### src/rtl/vc_dest_arbiter_if.sv
// Bundles the VC FIFO heads, the destination FIFO controls and the arbiter status.
// The master modport is the arbiter side and the slave modport is the FIFO/environment side.
interface vc_dest_arbiter_if #(
    parameter int DATA_W = 6,
    parameter int CNT_W  = 5
) ();
    logic [DATA_W-1:0] vc0_data;
    logic [DATA_W-1:0] vc1_data;
    logic              vc0_empty;
    logic              vc1_empty;
    logic              d0_almost_full;
    logic              d1_almost_full;
    logic              pop_vc0;
    logic              pop_vc1;
    logic              push_d0;
    logic              push_d1;
    logic [DATA_W-1:0] data_d0;
    logic [DATA_W-1:0] data_d1;
    logic [CNT_W-1:0]  cnt_d0;
    logic [CNT_W-1:0]  cnt_d1;
    logic              arb_idle;

    modport master (
        input  vc0_data, vc1_data, vc0_empty, vc1_empty, d0_almost_full, d1_almost_full,
        output pop_vc0, pop_vc1, push_d0, push_d1, data_d0, data_d1, cnt_d0, cnt_d1, arb_idle
    );

    modport slave (
        output vc0_data, vc1_data, vc0_empty, vc1_empty, d0_almost_full, d1_almost_full,
        input  pop_vc0, pop_vc1, push_d0, push_d1, data_d0, data_d1, cnt_d0, cnt_d1, arb_idle
    );
endinterface

### src/rtl/vc_dest_arbiter.sv
// Two-VC to two-destination arbiter: pops one eligible VC head per cycle and pushes it to
// the destination named by bit DATA_W-2. Define ROUND_ROBIN_EN for fair grants on contention.
module vc_dest_arbiter #(
    parameter int DATA_W = 6,
    parameter int CNT_W  = 5
) (
    input  logic                clk,
    input  logic                reset,
    input  logic                init,
    vc_dest_arbiter_if.master   bus
);
    localparam logic [1:0] ST_RESET  = 2'd0;
    localparam logic [1:0] ST_IDLE   = 2'd1;
    localparam logic [1:0] ST_ACTIVE = 2'd2;
    localparam logic [1:0] ST_STALL  = 2'd3;
    localparam logic [CNT_W-1:0] CNT_ONE = {{(CNT_W-1){1'b0}}, 1'b1};

    logic [1:0]        state_r;
    logic [1:0]        state_nxt_s;
    logic              elig0_s;
    logic              elig1_s;
    logic              pop_en_s;
    logic              gnt0_s;
    logic              gnt1_s;
    logic              pop_any_s;
    logic              pop_dest_s;
    logic [DATA_W-1:0] pop_word_s;
    logic              push_d0_r;
    logic              push_d1_r;
    logic [DATA_W-1:0] data_d0_r;
    logic [DATA_W-1:0] data_d1_r;
    logic [CNT_W-1:0]  cnt_d0_r;
    logic [CNT_W-1:0]  cnt_d1_r;
    logic              arb_idle_r;

    // Eligibility: head present and its destination has room for one more word.
    always_comb begin
        elig0_s = 1'b0;
        elig1_s = 1'b0;
        if (bus.vc0_data[DATA_W-2]) begin
            elig0_s = !bus.vc0_empty && !bus.d1_almost_full;
        end else begin
            elig0_s = !bus.vc0_empty && !bus.d0_almost_full;
        end
        if (bus.vc1_data[DATA_W-2]) begin
            elig1_s = !bus.vc1_empty && !bus.d1_almost_full;
        end else begin
            elig1_s = !bus.vc1_empty && !bus.d0_almost_full;
        end
    end

    // No pops while held in reset, flushing, or in the RESET state itself.
    assign pop_en_s = !reset && !init && (state_r != ST_RESET);

`ifdef ROUND_ROBIN_EN
    logic last_vc1_r;

    // Round-robin grant: on contention the VC that lost the previous contest wins.
    always_comb begin
        gnt0_s = 1'b0;
        gnt1_s = 1'b0;
        if (elig0_s && elig1_s) begin
            gnt0_s = pop_en_s && last_vc1_r;
            gnt1_s = pop_en_s && !last_vc1_r;
        end else begin
            gnt0_s = pop_en_s && elig0_s;
            gnt1_s = pop_en_s && elig1_s;
        end
    end

    // Remember who won the last contested cycle; starting at VC1 gives VC0 the first win.
    always_ff @(posedge clk or posedge reset) begin
        if (reset) begin
            last_vc1_r <= 1'b1;
        end else if (init) begin
            last_vc1_r <= 1'b1;
        end else if (pop_en_s && elig0_s && elig1_s) begin
            last_vc1_r <= gnt1_s;
        end else begin
            last_vc1_r <= last_vc1_r;
        end
    end
`else
    // Strict priority grant: VC0 always wins when eligible.
    always_comb begin
        gnt0_s = 1'b0;
        gnt1_s = 1'b0;
        if (elig0_s) begin
            gnt0_s = pop_en_s;
        end else begin
            gnt1_s = pop_en_s && elig1_s;
        end
    end
`endif

    assign pop_any_s  = gnt0_s || gnt1_s;
    assign pop_word_s = gnt1_s ? bus.vc1_data : bus.vc0_data;
    assign pop_dest_s = pop_word_s[DATA_W-2];

    // Next-state classification from this cycle's inputs.
    always_comb begin
        state_nxt_s = ST_RESET;
        if (init) begin
            state_nxt_s = ST_RESET;
        end else begin
            case (state_r)
                ST_RESET: state_nxt_s = ST_IDLE;
                default: begin
                    if (pop_any_s) begin
                        state_nxt_s = ST_ACTIVE;
                    end else if (bus.vc0_empty && bus.vc1_empty) begin
                        state_nxt_s = ST_IDLE;
                    end else begin
                        state_nxt_s = ST_STALL;
                    end
                end
            endcase
        end
    end

    // State, push strobes, data and counters; a popped word is pushed on the next edge.
    always_ff @(posedge clk or posedge reset) begin
        if (reset) begin
            state_r    <= ST_RESET;
            arb_idle_r <= 1'b0;
            push_d0_r  <= 1'b0;
            push_d1_r  <= 1'b0;
            data_d0_r  <= {DATA_W{1'b0}};
            data_d1_r  <= {DATA_W{1'b0}};
            cnt_d0_r   <= {CNT_W{1'b0}};
            cnt_d1_r   <= {CNT_W{1'b0}};
        end else if (init) begin
            state_r    <= ST_RESET;
            arb_idle_r <= 1'b0;
            push_d0_r  <= 1'b0;
            push_d1_r  <= 1'b0;
            cnt_d0_r   <= {CNT_W{1'b0}};
            cnt_d1_r   <= {CNT_W{1'b0}};
        end else begin
            state_r    <= state_nxt_s;
            arb_idle_r <= (state_nxt_s == ST_IDLE);
            push_d0_r  <= pop_any_s && !pop_dest_s;
            push_d1_r  <= pop_any_s && pop_dest_s;
            if (pop_any_s && !pop_dest_s) begin
                data_d0_r <= pop_word_s;
                cnt_d0_r  <= cnt_d0_r + CNT_ONE;
            end else begin
                data_d0_r <= data_d0_r;
                cnt_d0_r  <= cnt_d0_r;
            end
            if (pop_any_s && pop_dest_s) begin
                data_d1_r <= pop_word_s;
                cnt_d1_r  <= cnt_d1_r + CNT_ONE;
            end else begin
                data_d1_r <= data_d1_r;
                cnt_d1_r  <= cnt_d1_r;
            end
        end
    end

    assign bus.pop_vc0  = gnt0_s;
    assign bus.pop_vc1  = gnt1_s;
    assign bus.push_d0  = push_d0_r;
    assign bus.push_d1  = push_d1_r;
    assign bus.data_d0  = data_d0_r;
    assign bus.data_d1  = data_d1_r;
    assign bus.cnt_d0   = cnt_d0_r;
    assign bus.cnt_d1   = cnt_d1_r;
    assign bus.arb_idle = arb_idle_r;
endmodule

### src/flat_wrapper.sv
// flat-port wrapper written by rule: the top's interface ports become plain ports
module vc_dest_arbiter_flat 
#(
    parameter int DATA_W = 6,
    parameter int CNT_W  = 5
)
  (clk, reset, init, bus_vc0_data, bus_vc1_data, bus_vc0_empty, bus_vc1_empty, bus_d0_almost_full, bus_d1_almost_full, bus_pop_vc0, bus_pop_vc1, bus_push_d0, bus_push_d1, bus_data_d0, bus_data_d1, bus_cnt_d0, bus_cnt_d1, bus_arb_idle);
  vc_dest_arbiter_if #(.DATA_W(DATA_W), .CNT_W(CNT_W)) bus_i ();
  input  logic clk;
  input  logic reset;
  input  logic init;
  input wire logic [$bits(bus_i.vc0_data)-1:0] bus_vc0_data;
  input wire logic [$bits(bus_i.vc1_data)-1:0] bus_vc1_data;
  input wire logic [$bits(bus_i.vc0_empty)-1:0] bus_vc0_empty;
  input wire logic [$bits(bus_i.vc1_empty)-1:0] bus_vc1_empty;
  input wire logic [$bits(bus_i.d0_almost_full)-1:0] bus_d0_almost_full;
  input wire logic [$bits(bus_i.d1_almost_full)-1:0] bus_d1_almost_full;
  output wire logic [$bits(bus_i.pop_vc0)-1:0] bus_pop_vc0;
  output wire logic [$bits(bus_i.pop_vc1)-1:0] bus_pop_vc1;
  output wire logic [$bits(bus_i.push_d0)-1:0] bus_push_d0;
  output wire logic [$bits(bus_i.push_d1)-1:0] bus_push_d1;
  output wire logic [$bits(bus_i.data_d0)-1:0] bus_data_d0;
  output wire logic [$bits(bus_i.data_d1)-1:0] bus_data_d1;
  output wire logic [$bits(bus_i.cnt_d0)-1:0] bus_cnt_d0;
  output wire logic [$bits(bus_i.cnt_d1)-1:0] bus_cnt_d1;
  output wire logic [$bits(bus_i.arb_idle)-1:0] bus_arb_idle;
  assign bus_i.vc0_data = bus_vc0_data;
  assign bus_i.vc1_data = bus_vc1_data;
  assign bus_i.vc0_empty = bus_vc0_empty;
  assign bus_i.vc1_empty = bus_vc1_empty;
  assign bus_i.d0_almost_full = bus_d0_almost_full;
  assign bus_i.d1_almost_full = bus_d1_almost_full;
  assign bus_pop_vc0 = bus_i.pop_vc0;
  assign bus_pop_vc1 = bus_i.pop_vc1;
  assign bus_push_d0 = bus_i.push_d0;
  assign bus_push_d1 = bus_i.push_d1;
  assign bus_data_d0 = bus_i.data_d0;
  assign bus_data_d1 = bus_i.data_d1;
  assign bus_cnt_d0 = bus_i.cnt_d0;
  assign bus_cnt_d1 = bus_i.cnt_d1;
  assign bus_arb_idle = bus_i.arb_idle;
  vc_dest_arbiter #(.DATA_W(DATA_W), .CNT_W(CNT_W)) u_core (.clk(clk), .reset(reset), .init(init), .bus(bus_i));
endmodule
### config.mk
export PLATFORM = sky130hd
export DESIGN_NAME = vc_dest_arbiter_flat
export DESIGN_NICKNAME = d
export VERILOG_FILES = /design/src/rtl/vc_dest_arbiter_if.sv /design/src/rtl/vc_dest_arbiter.sv /design/src/flat_wrapper.sv
export SDC_FILE = /design/constraint.sdc
export NUM_CORES = 1
export LEC_CHECK = 0
export CAP_MARGIN = 20
export CORE_MARGIN = 2
export CORE_UTILIZATION = 40
export DETAILED_ROUTE_END_ITERATION = 8
export PLACE_DENSITY = 0.68
export SETUP_SLACK_MARGIN = 0.5
export SYNTH_ARGS = -nofsm -noshare
export SYNTH_HDL_FRONTEND = slang
export SYNTH_SLANG_ARGS = --single-unit
export TNS_END_PERCENT = 10
### constraint.sdc
create_clock -name clk -period 5.47 [get_ports clk]
set_input_delay 1.641 -clock clk [delete_from_list [all_inputs] [get_ports clk]]
set_output_delay 1.641 -clock clk [all_outputs]
set_load 0.05 [all_outputs]
# --- Word level (Yosys, flattened, before mapping) ---
# Cells that the tools add are included.
totals:
  reg_bits: 27
  in_bits: 19
  output_inout_bits: 27
  word_cells: 53
classes:
  addsub: 2
  eq_ne: 1
  n_mux: 17
  n_bitwise: 1
  reduce_logical: 24
ops:
  columns: ["operator", "n"]
  rows:
  - ["2-to-1 mux 5 bit", 4]
  - ["adder 5 x 1 -> 5 bit (second input constant)", 2]
  - ["logical AND 1 bit", 10]
  - ["2-to-1 mux 2 bit", 5]
  - ["zero test 1 bit", 7]
  - ["2-to-1 mux 1 bit", 7]
  - ["2-to-1 mux 6 bit", 1]
  - ["nonzero test 2 bit", 3]
  - ["AND reduction 2 bit", 2]
  - ["equality test 2 x 1 -> 1 bit (second input constant)", 1]
  - ["zero test 2 bit", 1]
  - ["logical OR 1 bit", 1]
  - ["inverter 1 bit", 1]

# --- Longest topological paths before layout ---
# Gate-level depths: netlist of the first run.
logic_depth:
  word_depth: 11
  ltp_mapped: 6
  mapped_depth_nobuf: 4

# --- Worst setup path before layout of the first run ---
# No wires, ideal clock.
synth_path:
  path_type: "input to output"
  from: "in reset"
  to: "out bus_pop_vc0"
  t_arrival_ps: 3396
  t_required_ps: 3829
  slack_ps: 433
  path_stages: 3
  n_path_buf: 0
  path_cell_list: "o21bai_1 or2_2 nor3b_1"
synth_between:
  elab_chain_cells: 4
synth_rtl:
  columns: ["element", "line_no", "source"]
  rows:
  - ["from (decl)", "flat_wrapper.sv:10", "input logic reset;"]
  - ["zero test 1 bit", "vc_dest_arbiter.sv:53", "assign pop_en_s = !reset && !init && (state_r != ST_RESET);"]
  - ["logical AND 1 bit (2 in a row)", "vc_dest_arbiter.sv:53", null]
  - ["2-to-1 mux 1 bit", "vc_dest_arbiter.sv:88", "if (elig0_s) begin"]
  - ["to (decl)", "flat_wrapper.sv:18", "output wire logic [$bits(bus_i.pop_vc0)-1:0] bus_pop_vc0;"]
# Every way passes these cells.

# --- Final worst setup path of the first run ---
layout_path:
  from: "in bus_vc0_data[4]"
  to: "out bus_pop_vc1"
layout_between:
  elab_chain_cells: 2
layout_rtl:
  columns: ["element", "line_no", "source"]
  rows:
  - ["from (decl)", "flat_wrapper.sv:12", "input wire logic [$bits(bus_i.vc0_data)-1:0] bus_vc0_data;"]
  - ["2-to-1 mux 1 bit", "vc_dest_arbiter.sv:40", "if (bus.vc0_data[DATA_W-2]) begin"]
  - ["2-to-1 mux 1 bit", "vc_dest_arbiter.sv:88", null]
  - ["to (decl)", "flat_wrapper.sv:19", "output wire logic [$bits(bus_i.pop_vc1)-1:0] bus_pop_vc1;"]
# Every way passes these cells.

==> impl_metrics.env, run 1 <==
export IMPL_cp_arrival_ps=3200
export IMPL_track_usage_pct=20.1
export IMPL_synth_top_area_cell="dfrtp_1"
export IMPL_worstHoldPathCells=1
export IMPL_dp_hpwl_um=2790
export IMPL_grt_start_max_net_pins=28
export IMPL_syn_area_um2=1380
export IMPL_synth_commonest_cells="dfrtp_1 (27), a31oi_1 (20), a21oi_1 (13), nand3_1 (9), o31ai_1 (9)"
export IMPL_ff2ff_path_depth=5
export IMPL_peakVddDrop_v=0.000231
export IMPL_synth_nets=162
export IMPL_clock_skew_ps=4.20
export IMPL_hp_start="u_core.bus.data_d1[4]"
export IMPL_tritoncts="done"
export IMPL_finalCriticalPeriod_ps=4850
export IMPL_cts_htree_levels=1
export IMPL_worst_pin_slew_ps=672
export IMPL_core_um2=3340
export IMPL_initial_core_util_pct=41.4
export IMPL_first_global_vias=1303
export IMPL_ant_nets=0
export IMPL_num_io_pins=46
export IMPL_multi_input_area_um2=672
export IMPL_fp_dieH_um=62.8
export IMPL_critPathTopFamily="buffers and inverters"
export IMPL_slew_headroom_pct=54.8
export IMPL_diodes=0
export IMPL_endpoint_kind="output pin"
export IMPL_finalNetCount=211
export IMPL_area_growth_pct=43.2
export IMPL_clk_latency_ps=340
export IMPL_rr_startpoint="u_core.state_r[1]"
export IMPL_status="finished, final reports clean"
export IMPL_ys_types=30
export IMPL_chipWidth_um=62.8
export IMPL_die_area_um2=3940
export IMPL_ys_seq_area_share_pct=48.9
export IMPL_antenna_found_initial=0
export IMPL_first_pass_iters=4
export IMPL_drt_vias_per_instance=5.90
export IMPL_vias=1386
export IMPL_crit_buf_inv=2
export IMPL_required_ps=3830
export IMPL_synth_seq_cells=27
export IMPL_drive_gt1_share_pct=11.1
export IMPL_post_route_drc_count=0
export IMPL_ff_latch_area_um2=676
export IMPL_powerDensity_nw_per_um2=291
export IMPL_portBuffers=45
export IMPL_fin_tns_setup_ps=0
export IMPL_cts_buffers=3
export IMPL_fmax_mhz=206
export IMPL_synthCells=141
export IMPL_routedWlPerCell_um=16.0
export IMPL_async_reset_ff_share_pct=100
export IMPL_cts_clk_slew_worst_paths_ps=150
export IMPL_r2r_end="u_core.bus.data_d1[0]"
export IMPL_cpPeakStageDelay_ps=580
export IMPL_finalPower_mw=0.577
export IMPL_setup_viol=0
export IMPL_rows=21
export IMPL_startpoint_type="primary input"
export IMPL_n_fill_cell=314
export IMPL_synth_top_area_share_pct=48.9
export IMPL_hold_path_class="flip-flop to flip-flop"
export IMPL_synth_edff_count=0
export IMPL_rsz0062_at_grt="false"
export IMPL_wl_um=3770
export IMPL_cp_slowest_cell="clkdlybuf4s50_1"
export IMPL_reg2reg_slack_ps=3840
export IMPL_critPathMaxFanout=6
export IMPL_period_share_pct=88.6
export IMPL_crit_chain="clkdlybuf4s50_1 > a21oi_1 > or4_4 > a21oi_2 > buf_12"
export IMPL_yosys_warnings=0
export IMPL_synth_most_common_cell="dfrtp_1"
export IMPL_synth_area_leaders="dfrtp_1 (49%), a31oi_1 (9.0%), o31ai_1 (4.9%)"
export IMPL_holdPathEnd="u_core.bus.data_d1[4]"
export IMPL_maxCapViolations=0
export IMPL_grt_pass1_wl_um=6250
export IMPL_clock_sinks=27
export IMPL_ys_flop_type="dfrtp_1"
export IMPL_p_leak_nw=0.770
export IMPL_overflow=0
export IMPL_syn_area_per_cell_um2=9.81
export IMPL_gp_congestion=0.910
export IMPL_worstSetupPathType="primary input to output pin"
export IMPL_postCtsSetupBuffers=0
export IMPL_hold_viol=0
export IMPL_cts_root_buf="clkbuf_4"
export IMPL_drt_first_iter_violations=77
export IMPL_slew_violations=0
export IMPL_cts_buffer_depth=2
per-layer routing:
metal  global-route usage [%]  vias to the layer above  wire length, µm
met5                        0                        -                0
met3                     4.14                       10              262
met1                     27.7                      667             1640
li1                         -                      649                -
met2                     30.6                       60             1780
met4                     8.61                        0               87
repair_timing:
| action | 4_1_cts | 5_1_grt |
|---|---|---|
| resized for setup | 1 | 1 |
| endpoints found under the setup margin | 1 | 1 |
| gates cloned | 0 | 0 |
| hold buffers | 0 | 0 |
cell families (layout without fill, tap and decap cells):
| group | Yosys count | count (layout) | synth area share [%] |
|---|---|---|---|
| flip-flops | 27 | 27 | 48.9 |
| AO/OA/AOI/OAI | 56 | 56 | 25.7 |
| multiplexers | 1 | 1 | 0.814 |
| adder cells (fa/ha/maj) | 2 | 2 | 1.81 |
| buffers and inverters | 10 | 58 | 3.44 |
| AND/OR/NAND/NOR | 45 | 45 | 19.4 |
state kept, by name (all words and copies together) (netlist names):
register / count
u_core.bus.data_d1: 6
u_core.bus.cnt_d1: 5
u_core.bus.cnt_d0: 5
u_core.bus.push_d1: 1
u_core.state_r: 2
u_core.bus.arb_idle: 1
u_core.bus.data_d0: 6
u_core.bus.push_d0: 1
cell usage in the layout (no fill, tap or decap), types with 2 or more instances in the layout:
master,n
clkbuf_4,3
ha_1,2
a21oi_1,12
or4_1,7
nor2_1,8
a31oi_1,20
clkdlybuf4s50_1,43
nand4_1,2
dfrtp_1,27
buf_12,2
nand2_1,2
nor2b_1,6
nor3_2,2
o21a_1,2
nand2b_1,2
or2_2,2
nand3_1,9
inv_1,3
o31ai_1,9
buf_4,5
o21ai_0,6
worst reg2reg max path, cell delays in order, from the launching register on:
cell      delay (ps)
dfrtp_1          380
o21bai_1         100
buf_4            200
nor2_1           520
a31oi_1          170
a31oi_1          180
how the worst max path moves through the flow:
stage,slack (ps),endpoint,start,cells after the start
4_1_cts,540,bus_pop_vc1,bus_vc0_data[4],5
2_1_floorplan,580,bus_pop_vc1,bus_d0_almost_full,4
5_1_grt,510,bus_pop_vc1,bus_vc1_data[4],5
3_3_place_gp,520,bus_pop_vc1,bus_vc0_data[4],5
6_report,620,bus_pop_vc1,bus_vc0_data[4],5
3_5_place_dp,500,bus_pop_vc1,bus_vc0_data[4],5
area by class of cell:
type,instances,share of cell area [%]
Timing Repair Buffer,51,27.1
Clock inverter,1,0.253
Clock buffer,3,1.14
Tap cell,46,2.91
Inverter,3,0.569
Sequential cell,27,34.1
Multi-Input combinational cell,104,33.9
report_power, final:
| part | total, mW | internal, mW | switching (mW) |
|---|---|---|---|
| sequential | 0.243 | 0.227 | 0.0164 |
| clock | 0.0918 | 0.0276 | 0.0641 |
| combinational | 0.241 | 0.0851 | 0.156 |
metrics by stage:
stage	worst slack, ps	hold slack (ps)	std cells	instance area [µm²]	util, %
3_5_place_dp	496	459	230	1920	57.4
4_1_cts	544	500	234	1950	58.4
3_3_place_gp	518	458	230	1920	57.4
2_1_floorplan	579	581	141	1390	-
5_1_grt	513	537	235	1980	59.3
6_report	625	493	235	1980	59.3
Note: power is estimated with default switching activity, not from simulation.
==> run 2: changes to the inputs <==
--- a/config.mk
+++ b/config.mk
@@ -11,4 +11,5 @@
 export DETAILED_ROUTE_END_ITERATION = 8
 export PLACE_DENSITY = 0.68
+export RECOVER_POWER = 50
 export SETUP_SLACK_MARGIN = 0.5
 export SYNTH_ARGS = -nofsm -noshare
==> constraint.sdc (replaced) <==
create_clock -name clk -period 5.47 [get_ports clk]
set_input_delay 1.641 -clock clk [delete_from_list [all_inputs] [get_ports clk]]
set_output_delay 1.641 -clock clk [all_outputs]
set_load 0.1 [all_outputs]
==> run 2 against run 1 <==
Clock-buffer cell count is the same. Clock skew grew 7.4 ps. Maximum frequency shrank 3.6%. Critical path type unchanged. Critical endpoint unchanged. Largest power group is now combinational logic.
==> impl_metrics.env, run 2 (same netlist as run 1, synthesis figures left out) <==
export IMPL_slew_violations=0
export IMPL_first_global_vias=1345
export IMPL_track_usage_pct=20.4
export IMPL_finalCriticalPeriod_ps=5030
export IMPL_dp_hpwl_um=2860
export IMPL_placedInstanceArea_um2=1920
export IMPL_clock_sinks=27
export IMPL_hold_viol=0
export IMPL_antenna_found_initial=0
export IMPL_vias=1342
export IMPL_slew_headroom_pct=34.7
export IMPL_layout_cells_non_filler=234
export IMPL_cts_root_buf="clkbuf_4"
export IMPL_drt_first_iter_violations=76
export IMPL_swShare_pct=50.3
export IMPL_cts_buffer_depth=2
export IMPL_cp_arrival_ps=3390
export IMPL_clk_latency_ps=330
export IMPL_seq_power_share_pct=36.1
export IMPL_rows=21
export IMPL_finalNetCount=210
export IMPL_worstSetupPathType="primary input to output pin"
export IMPL_final_cell_area_um2=1950
export IMPL_hold_buffers=0
export IMPL_final_common_cell="clkdlybuf4s50_1"
export IMPL_startpoint_type="primary input"
export IMPL_cpPeakStageDelay_ps=570
export IMPL_ant_nets=0
export IMPL_n_fill_cell=306
export IMPL_setup_viol=0
export IMPL_internal_power_mw=0.337
export IMPL_critPathTopFamily="buffers and inverters"
export IMPL_grt_start_max_net_pins=28
export IMPL_worst_pin_slew_ps=976
export IMPL_comb_power_share_pct=50.7
export IMPL_overflow=0
export IMPL_rsz0062_at_grt="false"
export IMPL_p_leak_nw=0.769
export IMPL_wl_um=3730
export IMPL_period_share_pct=91.9
export IMPL_num_io_pins=46
export IMPL_drt_vias_per_instance=5.74
export IMPL_post_route_drc_count=0
export IMPL_whs_ps=505
export IMPL_diodes=0
export IMPL_chipWidth_um=62.8
export IMPL_critPathMaxFanout=9
export IMPL_finalPower_mw=0.678
export IMPL_first_pass_iters=4
export IMPL_die_area_um2=3940
export IMPL_core_um2=3340
export IMPL_ff_latch_area_um2=676
export IMPL_required_ps=3830
export IMPL_crit_chain="dlygate4sd3_1 > clkbuf_1 > nor3b_1 > o21ai_1 > a21oi_2 > buf_12"
export IMPL_gp_congestion=0.891
export IMPL_grt_pass1_wl_um=6380
export IMPL_multi_input_area_um2=671
export IMPL_initial_core_util_pct=41.4
export IMPL_tritoncts="done"
export IMPL_clock_skew_ps=11.6
export IMPL_status="finished, final reports clean"
export IMPL_maxCapViolations=0
export IMPL_cp_slowest_cell="dlygate4sd3_1"
export IMPL_drive_gt1_share_pct=9.04
export IMPL_hold_path_class="flip-flop to flip-flop"
export IMPL_fmax_mhz=199
export IMPL_dp_cells=229
export IMPL_crit_buf_inv=3
export IMPL_fp_dieH_um=62.8
export IMPL_area_growth_pct=41.1
export IMPL_peakVddDrop_v=0.000263
export IMPL_postCtsSetupBuffers=0
export IMPL_cts_clk_slew_worst_paths_ps=160
export IMPL_portBuffers=45
export IMPL_post_cts_resized=2
export IMPL_cts_buffers=3
export IMPL_clkPwrFrac_pct=13.2
export IMPL_final_cell_mix="clkdlybuf4s50_1 (38), dfrtp_1 (27), a31oi_1 (20), a21oi_1 (12)"
export IMPL_cts_htree_levels=1
export IMPL_fin_tns_setup_ps=0
export IMPL_switching_power_mw=0.341
export IMPL_routedWlPerCell_um=15.9
export IMPL_endpoint_kind="output pin"
export IMPL_powerDensity_nw_per_um2=348
==> run 2: cell types whose count changed in the layout (fill, tap and decap cells not counted), moves of 2 or more <==
cell | before | now
nor3_2 | 2 | 0
clkdlybuf4s50_1 | 43 | 38
dlymetal6s2s_1 | 0 | 2
buf_4 | 5 | 3
nor3_1 | 0 | 2
dlygate4sd3_1 | 0 | 3
clkbuf_1 | 0 | 2
==> run 2: worst paths after layout <==
path / from / to / slack (ps) / depth (start not counted)
setup / recovery: bus_d1_almost_full / bus_pop_vc1 / 440 / 6
hold / removal: u_core.bus.data_d1[4] / u_core.bus.data_d1[4] / 500 / 1
setup reg to reg: u_core.state_r[1] / u_core.bus.data_d1[0] / 3640 / 4
hold reg to reg: u_core.bus.data_d1[4] / u_core.bus.data_d1[4] / 500 / 1
max in group asynchronous: reset / u_core.bus.cnt_d1[0] / 2630 / 3
min in group asynchronous: reset / u_core.bus.cnt_d0[2] / 1800 / 2
==> run 2: routing by layer <==
metal	vias up	global-route usage (%)	routed length, µm
met5	-	0	0
met4	0	5.00	19
met3	2	3.96	205
met2	45	35.2	1900
met1	649	26.3	1610
li1	646	-	-
==> run 2: layout make-up <==
class	count	share of cell area [%]
sequential	27	34.6
multi-input combinational	104	34.4
timing repair buffer	50	25.9
tap	46	2.95
clock buffer	3	1.15
inverter	3	0.577
clock inverter	1	0.385
==> run 2: stage by stage <==
| step | setup WS (ps) | utilization [%] |
|---|---|---|
| floorplan | 496 | - |
| global placement | 481 | 57.5 |
| detailed placement | 471 | 57.5 |
| CTS | 532 | 58.6 |
| global route | 345 | 58.5 |
| finish | 441 | 58.5 |
==> run 2: power groups by stage <==
stage	sequential, mW	clock, mW	combinational, mW
after floorplan	0.442	0	0.0581
after global placement	0.247	0	0.344
after detailed placement	0.247	0	0.345
after CTS	0.244	0.0924	0.346
after global routing	0.248	0.102	0.358
final	0.245	0.0897	0.344
==> run 3: changes to the inputs <==
clock period = 4.85 ns   (was 5.47 ns; I/O delays follow)
==> run 3 against run 2 <==
Clock-buffer cell count unchanged. Final area increased by 1.5%. Die area unchanged. Via count increased by 2.2%. First-iteration DRC count increased by 13%. Register-to-register slack got worse by 700 ps. Sequential share of layout area decreased by 0.50 points. Non-clock buffer count increased by 2. Combinational power increased by 13%. Highest routed layer unchanged.
==> impl_metrics.env, run 3 (same netlist as run 1, synthesis figures left out) <==
export IMPL_cts_root_buf="clkbuf_4"
export IMPL_wl_um=3660
export IMPL_cp_slowest_cell="dlygate4sd3_1"
export IMPL_drt_first_iter_violations=86
export IMPL_fp_dieH_um=62.8
export IMPL_overflow=0
export IMPL_die_area_um2=3940
export IMPL_cpPeakStageDelay_ps=570
export IMPL_cp_arrival_ps=3090
export IMPL_first_global_vias=1354
export IMPL_dp_hpwl_um=2760
export IMPL_portBuffers=45
export IMPL_final_common_cell="clkdlybuf4s50_1"
export IMPL_period_share_pct=93.6
export IMPL_hold_buffers=0
export IMPL_rr_startpoint="u_core.state_r[1]"
export IMPL_crit_buf_inv=2
export IMPL_num_io_pins=46
export IMPL_rows=21
export IMPL_hold_path_class="flip-flop to flip-flop"
export IMPL_cts_htree_levels=1
export IMPL_cts_buffers=3
export IMPL_clock_sinks=27
export IMPL_post_route_drc_count=0
export IMPL_clk_latency_ps=320
export IMPL_endpoint_kind="output pin"
export IMPL_track_usage_pct=19.5
export IMPL_worst_pin_slew_ps=1030
export IMPL_area_growth_pct=43.2
export IMPL_required_ps=3390
export IMPL_p_leak_nw=0.792
export IMPL_critPathMaxFanout=4
export IMPL_slew_violations=0
export IMPL_slew_headroom_pct=31.3
export IMPL_finalPower_mw=0.763
export IMPL_core_um2=3340
export IMPL_tritoncts="done"
export IMPL_finalCriticalPeriod_ps=4540
export IMPL_worstSetupPathType="primary input to output pin"
export IMPL_initial_core_util_pct=41.4
export IMPL_powerDensity_nw_per_um2=386
export IMPL_drive_gt1_share_pct=10.5
export IMPL_startpoint_type="primary input"
export IMPL_status="finished, final reports clean"
export IMPL_drt_vias_per_instance=5.81
export IMPL_finalNetCount=212
export IMPL_critPathTopFamily="buffers and inverters"
export IMPL_vias=1371
export IMPL_chipWidth_um=62.8
export IMPL_cts_clk_slew_worst_paths_ps=150
export IMPL_crit_chain="dlygate4sd3_1 > o21bai_1 > or2_0 > nor3b_4 > buf_12"
export IMPL_grt_pass1_wl_um=6090
export IMPL_peakVddDrop_v=0.000288
export IMPL_diodes=0
export IMPL_maxCapViolations=0
export IMPL_ant_nets=0
export IMPL_cts_buffer_depth=2
export IMPL_grt_start_max_net_pins=28
export IMPL_critPathLaunch="reset"
export IMPL_rsz0062_at_grt="false"
export IMPL_fmax_mhz=220
export IMPL_clock_skew_ps=7.02
export IMPL_routedWlPerCell_um=15.5
export IMPL_final_cell_mix="clkdlybuf4s50_1 (35), dfrtp_1 (27), a31oi_1 (20), a21oi_1 (11)"
export IMPL_first_pass_iters=5
export IMPL_antenna_found_initial=0
export IMPL_fin_tns_setup_ps=0
export IMPL_hold_viol=0
export IMPL_gp_congestion=0.871
export IMPL_hp_start="u_core.bus.data_d1[4]"
export IMPL_setup_viol=0
==> run 3: final timing paths <==
| check | endpoint | slack (ps) | cells after the start |
|---|---|---|---|
| max | bus_pop_vc0 | 310 | 5 |
| min | u_core.bus.data_d1[4] | 490 | 1 |
| max reg2reg | u_core.bus.data_d1[0] | 2940 | 5 |
| min reg2reg | u_core.bus.data_d1[4] | 490 | 1 |
| max in group asynchronous | u_core.bus.cnt_d1[3] | 2090 | 3 |
| min in group asynchronous | u_core.bus.cnt_d0[1] | 1530 | 2 |
==> run 3: per-stage QoR <==
stage	setup WS, ps	cells	hold WS [ps]	utilization (%)	area, µm²
finish	309	236	493	59.3	1980
global route	289	236	540	59.3	1980
CTS	486	235	500	59.4	1980
detailed placement	215	230	467	58.0	1930
global placement	285	230	455	58.0	1930
floorplan	467	141	581	-	1410
==> run 3: area by class of cell <==
type,count,area (µm²)
clock buffer,3,22.5
clock inverter,1,5.00
fill,290,1360
inverter,3,11.3
multi-input combinational,104,691
sequential,27,676
tap,46,57.6
timing repair buffer,52,517
==> run 3: timing repair <==
item	in CTS	in global routing
setup endpoints to repair	2	1
setup buffers	1	0
resized for setup	8	5
gates cloned	0	0
pin swaps	1	2
==> run 3: power breakdown <==
| group | switching, mW | total (mW) | leakage [nW] | internal (mW) |
|---|---|---|---|---|
| registers | 0.0202 | 0.276 | 0.344 | 0.256 |
| clock network | 0.0674 | 0.0983 | 0.0177 | 0.0309 |
| logic | 0.296 | 0.388 | 0.430 | 0.0920 |
==> run 3: metal layers <==
layer / wire length [µm] / track usage (%)
met1: 1590 / 26.4
met2: 1780 / 31.3
met3: 261 / 3.06
met4: 25 / 8.06
met5: 0 / 0
